[src/rtl/serial_adder_ctrl.sv]
// Bit-serial adder controller: sequences a two-half-adder cell plus carry flop
// over a WIDTH-bit operand pair, LSB first, and publishes a WIDTH+1-bit sum.
module serial_adder_ctrl #(
  parameter int unsigned WIDTH = 8
) (
  input  logic             clk,
  input  logic             rst,
  input  logic             start,
  input  logic [WIDTH-1:0] a_in,
  input  logic [WIDTH-1:0] b_in,
  output logic             busy,
  output logic             done,
  output logic [WIDTH:0]   sum_out
);

  localparam int unsigned CNT_W = $clog2(WIDTH + 1);

  typedef enum logic [1:0] {
    S_IDLE = 2'd0,
    S_ADD  = 2'd1,
    S_DONE = 2'd2
  } state_t;

  state_t             state_q, state_d;
  logic [WIDTH-1:0]   a_sh_q, a_sh_d;
  logic [WIDTH-1:0]   b_sh_q, b_sh_d;
  logic [WIDTH-1:0]   acc_q, acc_d;
  logic               carry_q, carry_d;
  logic [CNT_W-1:0]   cnt_q, cnt_d;
  logic               busy_q, busy_d;
  logic               done_q, done_d;
  logic [WIDTH:0]     sum_q, sum_d;

  logic               s1, c1, sum_bit, c2, carry_nxt, last_bit;
  logic [WIDTH-1:0]   acc_shift;

  // One-bit add cell: two cascaded half adders feeding the carry flop
  assign s1        = a_sh_q[0] ^ b_sh_q[0];
  assign c1        = a_sh_q[0] & b_sh_q[0];
  assign sum_bit   = s1 ^ carry_q;
  assign c2        = s1 & carry_q;
  assign carry_nxt = c1 | c2;
  assign last_bit  = (cnt_q == CNT_W'(WIDTH - 1));

  generate
    if (WIDTH == 1) begin : g_acc_w1
      assign acc_shift = sum_bit;
    end else begin : g_acc_wn
      assign acc_shift = {sum_bit, acc_q[WIDTH-1:1]};
    end
  endgenerate

  always_ff @(posedge clk) begin
    if (rst) state_q <= S_IDLE;
    else     state_q <= state_d;
  end

  always_comb begin
    state_d = state_q;
    case (state_q)
      S_IDLE:  if (start) state_d = S_ADD;
      S_ADD:   if (last_bit) state_d = S_DONE;
      S_DONE:  state_d = S_IDLE;
      default: state_d = S_IDLE;
    endcase
  end

  // Datapath and registered-output next values
  always_comb begin
    a_sh_d  = a_sh_q;
    b_sh_d  = b_sh_q;
    acc_d   = acc_q;
    carry_d = carry_q;
    cnt_d   = cnt_q;
    sum_d   = sum_q;
    busy_d  = (state_d != S_IDLE);
    done_d  = (state_d == S_DONE);
    case (state_q)
      S_IDLE: begin
        if (start) begin
          a_sh_d  = a_in;
          b_sh_d  = b_in;
          acc_d   = '0;
          carry_d = 1'b0;
          cnt_d   = '0;
        end
      end
      S_ADD: begin
        a_sh_d  = a_sh_q >> 1;
        b_sh_d  = b_sh_q >> 1;
        acc_d   = acc_shift;
        carry_d = carry_nxt;
        cnt_d   = cnt_q + CNT_W'(1);
        if (last_bit) sum_d = {carry_nxt, acc_shift};
      end
      default: ;
    endcase
  end

  always_ff @(posedge clk) begin
    if (rst) begin
      a_sh_q  <= '0;
      b_sh_q  <= '0;
      acc_q   <= '0;
      carry_q <= 1'b0;
      cnt_q   <= '0;
      busy_q  <= 1'b0;
      done_q  <= 1'b0;
      sum_q   <= '0;
    end else begin
      a_sh_q  <= a_sh_d;
      b_sh_q  <= b_sh_d;
      acc_q   <= acc_d;
      carry_q <= carry_d;
      cnt_q   <= cnt_d;
      busy_q  <= busy_d;
      done_q  <= done_d;
      sum_q   <= sum_d;
    end
  end

  assign busy    = busy_q;
  assign done    = done_q;
  assign sum_out = sum_q;

endmodule

[config.mk]
export PLATFORM = sky130hd
export DESIGN_NAME = serial_adder_ctrl
export DESIGN_NICKNAME = d
export VERILOG_FILES = /design/src/rtl/serial_adder_ctrl.sv
export SDC_FILE = /design/constraint.sdc
export NUM_CORES = 1
export LEC_CHECK = 0
export CORE_MARGIN = 5
export CORE_UTILIZATION = 30
export DETAILED_ROUTE_END_ITERATION = 8
export PLACE_DENSITY = 0.59
export SLEW_MARGIN = 20
export SYNTH_ARGS = -nofsm -noshare
export SYNTH_HDL_FRONTEND = slang
export SYNTH_SLANG_ARGS = --single-unit
[constraint.sdc]
create_clock -name clk -period 1.2 [get_ports clk]
set_input_delay 0.12 -clock clk [delete_from_list [all_inputs] [get_ports clk]]
set_output_delay 0.12 -clock clk [all_outputs]
set_load 0.005 [all_outputs]
* Yosys cells after proc, flatten, opt, wreduce, memory -nomap -nowiden
Index checks and enable logic that the tools add are counted. Widths: inputs -> output; s select.
Word-level totals: flip-flop bits (word level) 42, bits in latches 0, bits in writable memories 0, bits in read-only memories 0, output and inout bits 11, word-level logic and storage cells 37, memories 0
Operators by class: add/subtract/negate cells 1, $mul 0, divide/modulo/power cells 0, magnitude comparators 0, equality and inequality tests 4, shift-type cells 0, multiplexer cells 13, bitwise logic cells 5, reductions and logical operators 5
Operators with widths (number):
- $pmux 8 s2 | 3
- $mux 8 | 3
- $pmux 4 s2 | 1
- $add 4x1->4 const B | 1
- $eq 4x3->1 const B | 1
- $mux 2 | 2
- $mux 4 | 1
- $pmux 2 s2 | 1
- $reduce_and 2->1 | 2
- $reduce_bool 2->1 | 2
- $and 1x1->1 | 2
- $eq 2x1->1 const B | 1
- $eq 2x2->1 const B | 1
- $logic_not 2->1 | 1
- $ne 2x2->1 const B | 1
- $pmux 1 s2 | 1
- $xor 1x1->1 | 2
- $mux 1 | 1
- $or 1x1->1 | 1

* Depth between registers and ports, before layout
depth in word-level cells 4, depth in mapped cells 5, gate-level depth less buffers 4

* Worst setup path after synthesis
Ideal clock, no wire load.
path type flip-flop to flip-flop, start point reg cnt_q[0], end point reg sum_q[0], in the netlist sum_out[0], data arrival time 1211 ps, data required time 1084 ps, setup slack -127 ps, stages on the path, launching flop included 6, path buffers 1, period minus slack after synthesis 1327 ps, cell sequence dfxtp_1 > ha_1 > and4b_4 > and2_4 > buf_6 > a31o_2
Between the ends: word-level cells in the longest chain between the ends 2
RTL lines:
- start, declared | RTL line 29 | logic [CNT_W-1:0] cnt_q, cnt_d;
- start signal, assigned | RTL line 115 | cnt_q <= cnt_d;
- $eq 4x3->1 | RTL line 43 | assign last_bit = (cnt_q == CNT_W'(WIDTH - 1));
- $reduce_and 2->1 (no line)
- end signal, assigned | RTL line 118 | sum_q <= sum_d;
- end, declared | RTL line 32 | logic [WIDTH:0] sum_q, sum_d;
No other way between the ends. A chain may end at the register's enable or synchronous reset.

* Final worst setup path
start point reg cnt_q[0], end point reg sum_q[1], in the netlist sum_out[1]
Same word-level chain as after synthesis.

==> results_dict.tcl <==
set metrics [dict create \
    dpl_cell_area_um2 2210 \
    yosysWarnings 0 \
    stdcell_area_um2 2420 \
    grt_max_degree 23 \
    die_h_um 83.8 \
    stdcell_count 289 \
    yosysSeqAreaShare_pct 50.3 \
    setup_slack_ps -61.6 \
    pre_cts_slack_ps -94.6 \
    worstPathMaxFanout 8 \
    first_iter_violations 153 \
    grt_use_total_pct 11.8 \
    p_int_mw 2.02 \
    ys_top_cells_by_area "dfxtp_1, a21oi_1, o22ai_1, a22oi_1, o21ai_0" \
    htree_levels 2 \
    p_total_mw 2.65 \
    tns_ps -452 \
    power.share.sequential_pct 54.8 \
    core_area_um2 5200 \
    max_cap_viol_count 0 \
    drive_above_1_share_pct 32.0 \
    ant_nets 0 \
    start_kind "flop" \
    drcViolationCount 0 \
    start_util_pct 31.4 \
    io_pins 30 \
    clkTransAtPathRegs_ps 70 \
    leakage_nw 0.962 \
    max_slew_margin_pct 82.0 \
    endpoint_kind "flop" \
    yosys.area.top_type "dfxtp_1" \
    net-switching-power_mw 0.630 \
    combPwrFrac_pct 14.3 \
    io_buffer_count 29 \
    antenna_cells 0 \
    crit_path_start "cnt_q[0]" \
    ir_drop_mv 0.402 \
    hold_buffers 0 \
    critical_path_class "reg -> reg" \
    worstMarginPinSlew_ps 269 \
    numCtsBuffers 5 \
    dp_cells 281 \
    holdWs_ps 461 \
    worst-endpoint-arrival_ps 1450 \
    grt-ovfl-total 0 \
    final_nets 241 \
    routabilityCongestion 0.748 \
    required_ps 1390 \
    clock.fmax_mhz 793 \
    areaGrowthSynthToFinish_pct 48.2 \
    yosysUniqueCellTypes 34 \
    post-synth-top-count-cell "dfxtp_1" \
    ys_seq_elements 41 \
    violations "negative setup slack" \
    syn_nets 194 \
    multi_input_area_um2 865 \
    synth_top_area_share_pct 50.3 \
    grt_pass1_wl_um 6640 \
    syn_avg_cell_area_um2 9.44 \
    rsz0062_at_grt "yes" \
    hp-start "b_in[7]" \
    wl_per_cell_um 13.7 \
    slew_viol_final 0 \
    synth_ff_type "dfxtp_1" \
    fillers 520 \
    run_status "complete, but fails checks" \
    synth-edff-count 0 \
    p_clk_share_pct 30.9 \
    final-seq-area_um2 833 \
    period_needed_ps 1260 \
    die_x_um 83.8 \
    fin_skew_ps 4.53 \
    synthArstFlopShare_pct 0 \
    hold_class "in -> reg" \
    power_density_nw_per_um2 1090 \
    insertion_delay_ps 290 \
    cts_buffer_depth 2 \
    vias 1433 \
    die_area_um2 7020 \
    cts_root_buffer "clkbuf_8" \
    p_sw_share_pct 23.8 \
    grt_pass1_vias 1333 \
    wirelength_um 3960 \
    via_per_inst 4.96 \
    hold_viol_final 0 \
    setup-violations-final 10 \
    first_pass_iters 4 \
    core.rowCount 26 \
    antenna_found_initial 0 \
    cts_sinks 41 \
    fin_crit_sh_pct 105 \
    synth_common_cells "dfxtp_1, a21oi_1, o22ai_1" \
    worstReg2RegStart "cnt_q[0]" \
    cts_tree "done" \
    synth_area_um2 1630 \
    post-route-util_pct 46.5 \
    dp_hpwl_um 2700 \
    syn_inst 173 \
]
## layout make-up
type	instances	share of cell area, %
Timing Repair Buffer	55	22.2
Clock buffer	5	2.84
Sequential cell	41	34.4
Tap cell	70	3.62
Multi-Input combinational cell	111	35.7
Clock inverter	1	0.207
Inverter	6	0.931
## power by group through the flow
stage	clock network [mW]	registers, mW	logic, mW
after detailed placement	0	1.48	0.343
after CTS	0.854	1.45	0.344
after global routing	0.909	1.46	0.418
after floorplan	0	1.47	0.181
final	0.817	1.45	0.379
after global placement	0	1.48	0.339
## repair_timing
item / 4_1_cts / 5_1_grt
resized for setup: 19 / 21
buffers inserted: 1 / 0
endpoints found under the setup margin: 24 / 26
pin swaps: 5 / 4
gates cloned: 0 / 1
## cell usage in the layout, fill, tap and decap left out, types with 2 or more instances in the layout
| cell type | n |
|---|---|
| dfxtp_2 | 7 |
| nand3_1 | 2 |
| a31o_4 | 6 |
| dlygate4sd2_1 | 11 |
| dfxtp_1 | 33 |
| nand2_1 | 2 |
| a21oi_1 | 15 |
| inv_2 | 4 |
| clkbuf_8 | 5 |
| nand2b_1 | 7 |
| a22oi_1 | 9 |
| o21ai_0 | 11 |
| o22ai_1 | 12 |
| a211oi_2 | 2 |
| inv_1 | 2 |
| a21oi_4 | 2 |
| and3_1 | 2 |
| buf_12 | 3 |
| o22ai_2 | 2 |
| buf_6 | 3 |
| nor3_1 | 2 |
| buf_4 | 19 |
| a21oi_2 | 4 |
| a221oi_1 | 2 |
| nor2_1 | 13 |
| clkdlybuf4s50_1 | 18 |
## sequential cells by signal, summed over array words and instances (netlist names)
register,count
a_sh_q,8
acc_q,7
b_sh_q,8
busy,1
carry_q,1
cnt_q,4
done,1
state_q,2
sum_out,9
## cells by family after synthesis
| group | Yosys count | synth area share [%] |
|---|---|---|
| DFF | 41 | 50.3 |
| muxes | 1 | 0.613 |
| AOI/OAI and AO/OA | 73 | 29.1 |
| and+or+nand+nor | 35 | 11.6 |
| adders and majority gates | 2 | 1.99 |
| buffers and inverters | 21 | 6.44 |
## per-layer routing
metal	up-vias	global-route usage, %	part of all wire (%)
li1	724	-	-
met1	684	15.6	46
met2	20	17.6	49
met3	5	3.46	2.9
met4	0	5.26	1.6
met5	-	0	0
## worst paths after layout
| check | cells past startpoint | slack [ps] | end |
|---|---|---|---|
| max | 5 | -60 | sum_out[1] |
| min | 3 | 460 | b_sh_q[7] |
| max reg2reg | 5 | -60 | sum_out[1] |
| min reg2reg | 2 | 480 | a_sh_q[0] |
## worst max-delay path, cell delays in order (launching register included)
cell     delay (ps)
dfxtp_2         350
ha_4            130
and4b_4         270
buf_12          140
a21oi_2          60
a31o_4          200
Note: power is estimated with default switching activity, not from simulation.
